### config.mk
export PLATFORM = sky130hd
export DESIGN_NAME = autoshift_reg
export DESIGN_NICKNAME = d
export VERILOG_FILES = /design/src/rtl/autoshift_reg.sv
export SDC_FILE = /design/constraint.sdc
export NUM_CORES = 1
export LEC_CHECK = 0
export BUFFER_PORTS_ARGS = -buffer_cell sky130_fd_sc_hd__clkbuf_2
export CELL_PAD_IN_SITES_DETAIL_PLACEMENT = 0
export CELL_PAD_IN_SITES_GLOBAL_PLACEMENT = 1
export CORE_MARGIN = 3
export CORE_UTILIZATION = 44
export CTS_BUF_LIST = sky130_fd_sc_hd__clkbuf_4 sky130_fd_sc_hd__clkbuf_8 sky130_fd_sc_hd__clkbuf_16
export DETAILED_ROUTE_END_ITERATION = 7
export GPL_TIMING_DRIVEN = 0
export PLACE_DENSITY = 0.93
export REMOVE_ABC_BUFFERS = 1
export SLEW_MARGIN = 0
export SYNTH_ARGS = -nofsm -noshare
export SYNTH_HDL_FRONTEND = slang
export SYNTH_SLANG_ARGS = --single-unit
### constraint.sdc
create_clock -name clk -period 8.85 [get_ports clk]
set_input_delay 0.885 -clock clk [delete_from_list [all_inputs] [get_ports clk]]
set_output_delay 0.885 -clock clk [all_outputs]
set_load 0.1 [all_outputs]
### src/rtl/autoshift_reg.sv
// Shift-register unit for a PIO state machine: ISR (autopush) or OSR (autopull) with bit counting and stall reporting.
// Optional MOV-load ports are enabled by defining SHIFT_REG_LOAD_EN.
module autoshift_reg #(
  parameter int unsigned WIDTH    = 32,
  parameter bit          IS_INPUT = 1'b1,
  localparam int unsigned CW      = $clog2(WIDTH) + 1
) (
  input  logic             clk,
  input  logic             reset,
  input  logic             penable,
  input  logic             stalled,
  input  logic             shift_right,
  input  logic             auto,
  input  logic [CW-2:0]    threshold,
  input  logic             do_shift,
  input  logic [CW-2:0]    shift_cnt,
  input  logic [WIDTH-1:0] din,
  input  logic             push_req,
  input  logic             pull_req,
  input  logic             block,
  input  logic [WIDTH-1:0] fallback_data,
`ifdef SHIFT_REG_LOAD_EN
  input  logic             load,
  input  logic [WIDTH-1:0] load_data,
`endif
  input  logic [WIDTH-1:0] fifo_in_data,
  input  logic             fifo_in_valid,
  output logic             fifo_in_ready,
  input  logic             fifo_out_ready,
  output logic [WIDTH-1:0] fifo_out_data,
  output logic             fifo_out_valid,
  output logic [WIDTH-1:0] shift_out,
  output logic [WIDTH-1:0] sr,
  output logic [CW-1:0]    count,
  output logic             stall_out
);

  localparam logic [CW-1:0] WIDTH_C = CW'(WIDTH);

  logic [WIDTH-1:0]   sr_q, sr_d;
  logic [CW-1:0]      count_q, count_d;
  logic               act;
  logic [CW-1:0]      n, t;
  logic [WIDTH-1:0]   src, nmask, shifted;
  logic [2*WIDTH-1:0] cat_r;
  logic [CW:0]        count_sum;
  logic [CW-1:0]      count_sat;
  logic               load_hit;
  logic [WIDTH-1:0]   load_val;

`ifdef SHIFT_REG_LOAD_EN
  assign load_hit = load;
  assign load_val = load_data;
`else
  assign load_hit = 1'b0;
  assign load_val = '0;
`endif

  assign act = penable & ~stalled & ~reset;

  // Zero encodes a full-width shift/threshold; out-of-range codes also clamp to WIDTH.
  always_comb begin
    n = {1'b0, shift_cnt};
    if (shift_cnt == '0 || n > WIDTH_C) n = WIDTH_C;
    t = {1'b0, threshold};
    if (threshold == '0 || t > WIDTH_C) t = WIDTH_C;
  end

  // Right shift takes the low n bits of src into the top via a double-width funnel.
  always_comb begin
    src       = IS_INPUT ? din : '0;
    nmask     = ~({WIDTH{1'b1}} << n);
    cat_r     = {src, sr_q} >> n;
    shifted   = shift_right ? cat_r[WIDTH-1:0] : ((sr_q << n) | (src & nmask));
    count_sum = {1'b0, count_q} + {1'b0, n};
    count_sat = (count_sum > {1'b0, WIDTH_C}) ? WIDTH_C : count_sum[CW-1:0];
    if (IS_INPUT)
      shift_out = '0;
    else
      shift_out = shift_right ? (sr_q & nmask) : (sr_q >> (WIDTH_C - n));
  end

  always_comb begin
    sr_d           = sr_q;
    count_d        = count_q;
    fifo_in_ready  = 1'b0;
    fifo_out_valid = 1'b0;
    fifo_out_data  = sr_q;
    stall_out      = 1'b0;
    if (act) begin
      if (load_hit) begin
        sr_d    = load_val;
        count_d = '0;
      end else if (IS_INPUT) begin
        if (push_req) begin
          if (fifo_out_ready) begin
            fifo_out_valid = 1'b1;
            sr_d           = '0;
            count_d        = '0;
          end else if (block) begin
            stall_out = 1'b1;
          end else begin
            sr_d    = '0;
            count_d = '0;
          end
        end else if (do_shift) begin
          if (auto && count_sat >= t) begin
            if (fifo_out_ready) begin
              fifo_out_valid = 1'b1;
              fifo_out_data  = shifted;
              sr_d           = '0;
              count_d        = '0;
            end else begin
              stall_out = 1'b1;
            end
          end else begin
            sr_d    = shifted;
            count_d = count_sat;
          end
        end
      end else begin
        if (pull_req) begin
          if (fifo_in_valid) begin
            fifo_in_ready = 1'b1;
            sr_d          = fifo_in_data;
            count_d       = '0;
          end else if (block) begin
            stall_out = 1'b1;
          end else begin
            sr_d    = fallback_data;
            count_d = '0;
          end
        end else if (auto && count_q >= t) begin
          // Empty register: refill if possible, and replay any OUT on the next act cycle.
          if (fifo_in_valid) begin
            fifo_in_ready = 1'b1;
            sr_d          = fifo_in_data;
            count_d       = '0;
          end
          if (do_shift) stall_out = 1'b1;
        end else if (do_shift) begin
          sr_d    = shifted;
          count_d = count_sat;
        end
      end
    end
  end

  always_ff @(posedge clk) begin
    if (reset) begin
      sr_q    <= '0;
      count_q <= IS_INPUT ? '0 : WIDTH_C;
    end else begin
      sr_q    <= sr_d;
      count_q <= count_d;
    end
  end

  assign sr    = sr_q;
  assign count = count_q;

endmodule

==> results of run 1 <==
==> routing by layer <==
layer / share of wire [%] / vias to the layer above
met5: 0 / -
met4: 7.9 / 0
met3: 13 / 234
met2: 41 / 1043
met1: 38 / 5515
li1: - / 4550
==> path summary, 6_finish.rpt <==
path | from | end | slack [ns] | cells past startpoint
worst min register to register | count[4]$_SDFFE_PP0P_ | count[4]$_SDFFE_PP0P_ | 0.51 | 2
worst max-delay path | shift_cnt[4] | fifo_out_data[22] | 0.29 | 18
worst max register to register | count[0]$_SDFFE_PP0P_ | sr[2]$_SDFFE_PP0P_ | 4.10 | 13
worst min-delay path | count[4]$_SDFFE_PP0P_ | count[4]$_SDFFE_PP0P_ | 0.51 | 2
==> kinds of logic after synthesis <==
group / synth area share [%]
compound gates: 26.2
buf+inv: 10.3
fa+ha+maj: 1.53
mux: 35.7
xor+xnor: 0.647
flops: 8.03
simple gates: 17.5
other cells: 0.0396
==> worst min-delay path, cell delays in order, from the launching register on <==
cell and delay (ns):
dfxtp_1 0.34, nand2_1 0.06, o21ai_0 0.06
==> synthesized netlist by cell type (6+ instances only) <==
cell | n | area, um2
nand2_1 | 127 | 477
nor2_1 | 95 | 357
mux2_2 | 86 | 968
clkbuf_1 | 74 | 278
mux2i_1 | 73 | 731
mux4_2 | 73 | 1640
o21ai_0 | 70 | 350
buf_4 | 44 | 330
buf_2 | 40 | 200
a21oi_1 | 39 | 195
dfxtp_1 | 38 | 761
o22ai_1 | 37 | 231
nor3_1 | 31 | 155
nand3_1 | 24 | 120
o211ai_1 | 21 | 158
a22o_1 | 18 | 158
nand2b_1 | 18 | 113
a31oi_1 | 15 | 93.8
nor2b_1 | 14 | 87.6
o221ai_1 | 13 | 114
a22oi_1 | 12 | 90.1
a221oi_1 | 10 | 87.6
ha_1 | 10 | 125
inv_1 | 10 | 37.5
a221o_1 | 9 | 90.1
nor4_1 | 9 | 56.3
a211oi_1 | 8 | 60.1
o2111ai_1 | 8 | 70.1
o31ai_1 | 8 | 60.1
or2_2 | 8 | 50.1
a2bb2oi_1 | 7 | 61.3
a32oi_1 | 7 | 61.3
o22a_1 | 7 | 61.3
o2bb2ai_1 | 7 | 61.3
and2_1 | 6 | 37.5
==> state kept, by name, summed over array words and instances (netlist names) <==
signal  flops
count       6
sr         32
==> power breakdown <==
part / internal [uW] / switching, uW
clock: 137 / 93.0
sequential: 174 / 13.3
combinational: 160 / 413
total: 471 / 519
==> per-stage QoR <==
step	instance area [um2]	setup slack [ns]	cells	total power [uW]
after detailed placement	9880	0.623	1457	738
after CTS	10100	0.595	1465	966
after global routing	10100	0.111	1465	1010
after floorplan	8680	1.25	1050	522
final	10100	0.287	1465	990
after global placement	9640	-2.02	1448	743
==> final cells by class <==
type | count | area share (%)
tap | 275 | 3.42
multi-input combinational | 996 | 78.4
sequential | 38 | 7.57
clock inverter | 2 | 0.373
inverter | 16 | 0.610
clock buffer | 6 | 1.32
timing repair buffer | 132 | 8.30
==> key figures, run 1 <==
Setup path
  – Crit end category: output pin
  – Crit path launch type: input port
  – Worst path bufs/invs: 5
  – Crit path kind: input port to output pin
  – Crit path max-delay cell type: clkbuf_2
  – Max incr delay on CP: 0.91 ns
  – Worst Path Arrival: roughly 7.7 ns
  – Worst path cell trace: clkbuf_2 -> inv_2 -> nand2_1 -> inv_1 -> ha_1 -> nand3_1 -> nor4_1 -> a21oi_1 -> nor2_1 -> ha_1 -> o211ai_1 -> o211ai_1 -> o311ai_0 -> or3_2 -> buf_12 -> nor4_1 -> a221o_1 -> clkbuf_2
  – CP max FO: 42
  – CP Data Required Time: around 8.0 ns
  – Kind of cell adding the most delay to the critical path: buffers and inverters

STA
  – Final-report hold violation count: 0
  – Tmin final: 8.56 ns
  – Slew headroom: -8.49%
  – Hold slack final: 0.506 ns
  – Final worst-path cycle share: between 90% and 100%
  – Slew Limit Fails: 12
  – Unrepaired setup endpoints after global routing: no
  – Final Skew: 0.00951 ns
  – Max Fclk: roughly 120 MHz
  – Slew @ Worst Pin: between 1.5 and 2 ns
  – Setup Viol. Count Final: 0
  – Final TNS setup: 0 ns

GRT
  – First-pass GRT wire length: 76700 um
  – Total grt overflow: 0
  – Gr busiest metal: met2
  – GR Util met2: between 60% and 70%
  – Largest net degree at the start of global routing: around 120
  – Vias in the first global route: roughly 11000
  – Initial antenna violation count: 0
  – GR Layer Usage met1: 57.7%
  – GR Util met3: 13.2%
  – GRT Total Usage: between 40% and 50%

Clocking
  – Clock root buffer: clkbuf_16
  – Worst-path clk slew: ~0.07 ns
  – Clock net sink count: 38
  – H-tree levels: 2
  – Clock Latency Late Sink: 0.31 ns
  – Post-cts gate resize count: 0
  – Hold buffers post-CTS: 0
  – CTS tree: done
  – Max Root-Sink Buffers: 2
  – Clock buffer count from CTS: 5
  – # Post-CTS Setup Buffers: 0

Routing
  – DRT Pass-1 Iters: 6
  – Drt total wl: around 54000 um
  – Via count: ~11000
  – Vias/cell: roughly 7.7
  – Final ANT Viol Nets: 0
  – Wire per inst: ~37 um
  – Detailed-route DRC error count: 0
  – DR iter-0 viols: ~1900

Power and ir drop
  – Lkg Pwr: 0.00384 uW
  – Pwr Density: between 90 and 100 nW/um2
  – Peak VDD IR: ~0.062 mV

Floorplanning
  – Die Area: around 23000 um2
  – Initial Util: around 45%
  – Chip Width: about 150 um
  – I/O pin count: 223
  – Total core area: 21100 um2
  – Num rows: 53
  – Die H: 153 um

Synthesis
  – Synth async-reset ratio: 0%
  – EDFF count, synth: 0
  – Top FF cell, synth: dfxtp_1
  – Post-synthesis sequential area ratio: 8.03%
  – #FFs+latches synth: 38
  – Post-synthesis cell type count: 77
  – Mapped Cells: between 1000 and 1500
  – Synth Cell Area: around 9500 um2
  – YS warnings: 0
  – Syn avg cell area: 7.98 um2

Cells and area
  – Most common cell after layout, fill and taps aside: nand2_1
  – Commonest cells after routing, fill and taps aside: 127 x nand2_1, 119 x clkbuf_2, 94 x nor2_1
  – Fraction of layout cells with a size suffix above 1: 27.0%
  – Fillers: approximately 2100
  – Ant. Diodes: 0
  – Area of the multi-input gates: 7880 um2
  – Synth-to-layout area growth: 6.17%
  – Core Util, Final: 47.7%
  – Register Area: 761 um2
  – # nets final: around 1300

Flow run
  – Max Cap Viol: 1

Placed design
  – Placer Congestion: 1.05
  – Dpl hpwl: about 39000 um
  – I/O Buffers: between 100 and 150

Min path
  – Worst hold path type: flip-flop to flip-flop

Status
  – Status: finished with violations
  – Failing checks: max-capacitance violations, max-slew violations
Power figures use the tool's default switching activity.
==> inputs of run 2 (changes only) <==
--- a/config.mk
+++ b/config.mk
@@ -14,6 +14,7 @@
 export DETAILED_ROUTE_END_ITERATION = 7
 export GPL_TIMING_DRIVEN = 0
 export PLACE_DENSITY = 0.93
+export RECOVER_POWER = 50
 export REMOVE_ABC_BUFFERS = 1
 export SLEW_MARGIN = 0
 export SYNTH_ARGS = -nofsm -noshare
==> key figures, run 2 (same netlist as run 1, synthesis figures left out) <==
Placed design
  – Dpl hpwl: 38900 um (unchanged)
  – Placer Congestion: 1.05 (unchanged)
  – I/O Buffers: 123 (unchanged)
  – Place WS: 0.623 ns (unchanged)

Setup path
  – Crit end category: output pin
  – Crit path kind: input port to output pin
  – Crit path max-delay cell type: clkbuf_2
  – Max incr delay on CP: 0.91 ns (about the same)
  – CP max FO: 42 (unchanged)
  – Worst path cell trace: clkbuf_2 -> inv_2 -> nand2_1 -> inv_1 -> ha_1 -> nand3_1 -> nor4_1 -> a21oi_1 -> nor2_1 -> ha_1 -> o211ai_1 -> o211ai_1 -> o311ai_0 -> or3_2 -> buf_12 -> nor4_1 -> a221o_1 -> clkbuf_2
  – Crit path launch type: input port
  – Worst Path Arrival: 7.66 ns (-0.02 ns)
  – CP Data Required Time: 7.97 ns (about the same)

Cells and area
  – Fillers: 2161 (+1.1%)
  – Max FFs per register: 32 (unchanged)
  – Core Util, Final: 47.4% (-0.23 points)
  – Area of the multi-input gates: 7880 um2 (unchanged)
  – # nets final: 1317 (unchanged)
  – Register Area: 761 um2 (unchanged)
  – Ant. Diodes: 0 (unchanged)
  – Commonest cells after routing, fill and taps aside: 127 x nand2_1, 94 x nor2_1, 86 x mux2_2
  – Synth-to-layout area growth: 5.67%
  – Fraction of layout cells with a size suffix above 1: 23.8% (-3.2 points)
  – Most common cell after layout, fill and taps aside: nand2_1

Routing
  – Vias/cell: 7.72 (-0.29%)
  – Detailed-route DRC error count: 0 (unchanged)
  – Final ANT Viol Nets: 0 (unchanged)
  – Via count: 11309 (-0.29%)
  – DR iter-0 viols: 1952 (+0.72%)
  – DRT Pass-1 Iters: 7 (+1)
  – Drt total wl: 53500 um (-0.36%)
  – Wire per inst: 36.5 um (-0.36%)

Clocking
  – Hold buffers post-CTS: 0 (unchanged)
  – CTS tree: done
  – # Post-CTS Setup Buffers: 0 (unchanged)
  – Max Root-Sink Buffers: 2 (unchanged)
  – Clock buffer count from CTS: 5 (unchanged)
  – H-tree levels: 2 (unchanged)
  – Clock root buffer: clkbuf_16
  – Worst-path clk slew: 0.07 ns (about the same)
  – Clock Latency Late Sink: 0.31 ns (about the same)
  – Clock net sink count: 38 (unchanged)
  – Post-cts gate resize count: 0 (unchanged)

STA
  – Setup Viol. Count Final: 0 (unchanged)
  – Slew @ Worst Pin: 1.50 ns (-0.125 ns)
  – Unrepaired setup endpoints after global routing: no
  – Tmin final: 8.54 ns (-0.0205 ns)
  – Max Fclk: 117 MHz (+0.24%)
  – Slew Limit Fails: 1 (-11)
  – Final Skew: 0.00943 ns (-0.0000861 ns)
  – Slew headroom: -0.104% (+8.4 points)
  – Hold slack final: 0.504 ns (-0.00257 ns)
  – Final TNS setup: 0 ns (unchanged)
  – Final WS setup: 0.307 ns (+0.0205 ns)
  – Final-report hold violation count: 0 (unchanged)
  – Final worst-path cycle share: 96.5% (-0.23 points)

Power and ir drop
  – Clk network pwr share: 23.3% (about the same)
  – Sequential share of power: 19.0% (about the same)
  – Gate power share: 57.7% (about the same)
  – Lkg Pwr: 0.00371 uW (-3.4%)
  – Switch Pwr: 519 uW (about the same)
  – Power Internal: 470 uW (-0.17%)
  – Switching share of power: 52.5% (about the same)
  – Pwr Density: 98.8 nW/um2 (+0.38%)
  – Peak VDD IR: 0.0631 mV (+1.3%)

Flow run
  – Max Cap Viol: 1 (unchanged)

GRT
  – GRT Total Usage: 44.1% (unchanged)
  – Total grt overflow: 0 (unchanged)
  – Initial antenna violation count: 0 (unchanged)
  – First-pass GRT wire length: 76700 um (unchanged)
  – Largest net degree at the start of global routing: 115 (unchanged)
  – Vias in the first global route: 10529 (unchanged)

Floorplanning
  – Die H: 153 um (unchanged)
  – Initial Util: 44.9% (unchanged)
  – Chip Width: 153 um (unchanged)
  – I/O pin count: 223 (unchanged)
  – Die Area: 23300 um2 (unchanged)
  – Total core area: 21100 um2 (unchanged)
  – Num rows: 53 (unchanged)

Status
  – Failing checks: max-capacitance violations, max-slew violations
  – Status: finished with violations

Min path
  – Worst hold path type: flip-flop to flip-flop
==> run 2: critical path, delay by kind of cell <==
family / cells / cell delay, ns
AOI/OAI and AO/OA: 5 / 1.32
adders and majority gates: 2 / 0.76
buffers and inverters: 5 / 2.49
and+or+nand+nor: 6 / 2.14
==> run 2: path summary, 6_finish.rpt <==
check / start / endpoint / slack, ns / cells after the start
worst max register to register: count[0]$_SDFFE_PP0P_ / sr[2]$_SDFFE_PP0P_ / 4.08 / 13
worst max-delay path: shift_cnt[4] / fifo_out_data[22] / 0.31 / 18
worst min register to register: count[4]$_SDFFE_PP0P_ / count[4]$_SDFFE_PP0P_ / 0.50 / 2
worst min-delay path: count[4]$_SDFFE_PP0P_ / count[4]$_SDFFE_PP0P_ / 0.50 / 2
==> run 2: area by class of cell <==
type / instances / area share (%)
repair buffers: 132 / 7.87
well taps: 275 / 3.44
clock inverters: 2 / 0.375
inverters: 16 / 0.613
flip-flops and latches: 38 / 7.60
clock buffers: 6 / 1.33
multi-input cells: 996 / 78.8
==> run 2: stage by stage <==
stage	total power (uW)	instance area [um2]	instances
2_1_floorplan	522	8680	1050
3_3_place_gp	743	9640	1448
3_5_place_dp	738	9880	1457
4_1_cts	966	10100	1465
5_1_grt	1000	10000	1465
6_report	989	10000	1465
==> run 2: power groups by stage <==
stage | combinational (uW) | sequential, uW | clock (uW)
2_1_floorplan | 311 | 211 | 0
3_3_place_gp | 553 | 190 | 0
3_5_place_dp | 547 | 191 | 0
4_1_cts | 549 | 187 | 230
5_1_grt | 584 | 188 | 233
6_report | 571 | 188 | 231
==> run 2: routing by layer <==
| layer | vias to the layer above | share of wire (%) | GRT usage, % |
|---|---|---|---|
| li1 | 4554 | - | - |
| met1 | 5431 | 37 | 57.7 |
| met5 | - | 0 | 0 |
| met3 | 240 | 14 | 13.2 |
| met2 | 1084 | 41 | 63.6 |
| met4 | 0 | 8.5 | 27.3 |
==> inputs of run 3 (changes only) <==
--- a/config.mk
+++ b/config.mk
@@ -8,6 +8,7 @@
 export BUFFER_PORTS_ARGS = -buffer_cell sky130_fd_sc_hd__clkbuf_2
 export CELL_PAD_IN_SITES_DETAIL_PLACEMENT = 0
 export CELL_PAD_IN_SITES_GLOBAL_PLACEMENT = 1
+export CORE_ASPECT_RATIO = 0.6
 export CORE_MARGIN = 3
 export CORE_UTILIZATION = 44
 export CTS_BUF_LIST = sky130_fd_sc_hd__clkbuf_4 sky130_fd_sc_hd__clkbuf_8 sky130_fd_sc_hd__clkbuf_16
==> key figures, run 3 (same netlist as run 1, synthesis figures left out) <==
Status
  – Status: finished with violations
  – Failing checks: max-capacitance violations

Setup path
  – Reg2Reg Setup Slack: 4.06 ns (-0.02 ns)
  – CP Data Required Time: 7.97 ns (about the same)
  – Crit path max-delay cell type: buf_2
  – Critical Path Source: shift_cnt[4]
  – Crit end category: output pin
  – Startpoint of the worst-slack reg-to-reg timing path: count[0]$_SDFFE_PP0P_
  – Worst Path Arrival: 7.57 ns (-0.09 ns)
  – Kind of cell adding the most delay to the critical path: buffers and inverters
  – CP max FO: 42 (unchanged)
  – Worst path bufs/invs: 5 (unchanged)
  – Max incr delay on CP: 0.80 ns (-0.11 ns)
  – Crit path launch type: input port
  – Crit path kind: input port to output pin
  – Worst path cell trace: buf_2 -> inv_2 -> nand2_2 -> inv_1 -> ha_1 -> nand3_1 -> nor4_1 -> a21oi_1 -> nor2_1 -> ha_1 -> o211ai_1 -> o211ai_1 -> o311ai_0 -> or3_2 -> buf_16 -> o21ai_0 -> clkbuf_2

Placed design
  – Placer Congestion: 1.11 (+6.2%)
  – I/O Buffers: 123 (unchanged)
  – Inst Count DP: 1454 (-0.21%)
  – Dpl hpwl: 40700 um (+4.6%)

Clocking
  – Post-cts gate resize count: 0 (unchanged)
  – Clock net sink count: 38 (unchanged)
  – Clock root buffer: clkbuf_16
  – H-tree levels: 2 (unchanged)
  – Clock Latency Late Sink: 0.31 ns (about the same)
  – Clock buffer count from CTS: 5 (unchanged)
  – Hold buffers post-CTS: 0 (unchanged)
  – Max Root-Sink Buffers: 2 (unchanged)
  – Worst-path clk slew: 0.06 ns (about the same)
  – # Post-CTS Setup Buffers: 0 (unchanged)
  – CTS tree: done

GRT
  – First-pass GRT wire length: 76200 um (-0.69%)
  – Largest net degree at the start of global routing: 115 (unchanged)
  – Vias in the first global route: 10187 (-3.2%)
  – GRT Total Usage: 44.7% (+0.62 points)
  – Total grt overflow: 0 (unchanged)
  – Initial antenna violation count: 2 (+2)

STA
  – Hold slack final: 0.498 ns (-0.00576 ns)
  – Slew headroom: 0.462% (+0.57 points)
  – Final worst-path cycle share: 95.5% (-1.0 points)
  – Final Skew: 0.0126 ns (+0.00317 ns)
  – Final-report hold violation count: 0 (unchanged)
  – Max Fclk: 118 MHz (+1.1%)
  – Tmin final: 8.45 ns (-0.0922 ns)
  – Slew Limit Fails: 0 (-1)
  – Slew @ Worst Pin: 1.48 ns (-0.0144 ns)
  – Unrepaired setup endpoints after global routing: no
  – Setup Viol. Count Final: 0 (unchanged)

Cells and area
  – Fillers: 2111 (-2.3%)
  – Synth-to-layout area growth: 5.97%
  – Max FFs per register: 32 (unchanged)
  – # nets final: 1318 (+0.076%)
  – Fraction of layout cells with a size suffix above 1: 23.7% (-0.084 points)
  – Post-route insts no fill: 1463 (-0.14%)
  – Commonest cells after routing, fill and taps aside: 126 x nand2_1, 93 x nor2_1, 86 x mux2_2
  – Ant. Diodes: 0 (unchanged)
  – Most common cell after layout, fill and taps aside: nand2_1

Routing
  – Final ANT Viol Nets: 0 (unchanged)
  – Detailed-route DRC error count: 0 (unchanged)
  – Via count: 11352 (+0.38%)
  – DR iter-0 viols: 2350 (+20%)
  – Drt total wl: 54500 um (+2.0%)
  – Wire per inst: 37.3 um (+2.1%)
  – Vias/cell: 7.76 (+0.52%)
  – DRT Pass-1 Iters: 6 (-1)

Floorplanning
  – I/O pin count: 223 (unchanged)
  – Initial Util: 46.0% (+1.1 points)
  – Num rows: 40 (-25%)
  – Die Area: 23400 um2 (+0.24%)
  – Die H: 120 um (-22%)
  – Chip Width: 195 um (+28%)
  – Total core area: 20600 um2 (-2.5%)

Power and ir drop
  – Lkg Pwr: 0.00372 uW (+0.41%)
  – Pwr Density: 99.8 nW/um2 (+0.93%)
  – Peak VDD IR: 0.0742 mV (+18%)

Min path
  – Hold_sp: count[4]$_SDFFE_PP0P_
  – Worst hold path type: flip-flop to flip-flop

Flow run
  – Max Cap Viol: 1 (unchanged)
-- run 3: power by group --
part	internal (uW)	switching (uW)
Combinational	160	429
Sequential	175	13.6
Clock	139	84.0
-- run 3: layout make-up --
type	count	area, um2	share of cell area [%]
multi-input cells	996	7880	78.5
repair buffers	133	826	8.23
flip-flops and latches	38	761	7.58
well taps	273	342	3.40
clock buffers	6	139	1.38
inverters	16	60.1	0.599
clock inverters	1	30.0	0.299
-- run 3: worst paths after layout --
| check | end | cells after the start |
|---|---|---|
| max | fifo_out_data[17] | 17 |
| min | count[4]$_SDFFE_PP0P_ | 2 |
| max reg2reg | sr[2]$_SDFFE_PP0P_ | 11 |
| min reg2reg | count[4]$_SDFFE_PP0P_ | 2 |
-- run 3: routing by layer --
| layer | wire length, um | share of wire [%] | global-route usage, % |
|---|---|---|---|
| met1 | 21300 | 39 | 60.6 |
| met2 | 20000 | 37 | 56.5 |
| met3 | 10700 | 20 | 28.6 |
| met4 | 2220 | 4.1 | 13.5 |
| met5 | 263 | 0.48 | 5.45 |
-- run 3: through the flow --
stage / setup WS [ns] / setup TNS, ns / cell area [um2] / util (%) / total power (uW)
after global placement: -2.26 / -126.29 / 9630 / 46.8 / 750
after floorplan: 1.25 / 0 / 8680 / - / 522
final: 0.400 / 0 / 10000 / 48.8 / 1000
after CTS: 0.372 / 0 / 10000 / 48.8 / 967
after detailed placement: 0.365 / 0 / 9870 / 48.0 / 744
after global routing: 0.295 / 0 / 10000 / 48.8 / 1020
-- run 3: tightest hold or removal path: stages, from the launching register on --
cell	delay, ns
dfxtp_1	0.33
nand2_1	0.05
o21ai_0	0.06
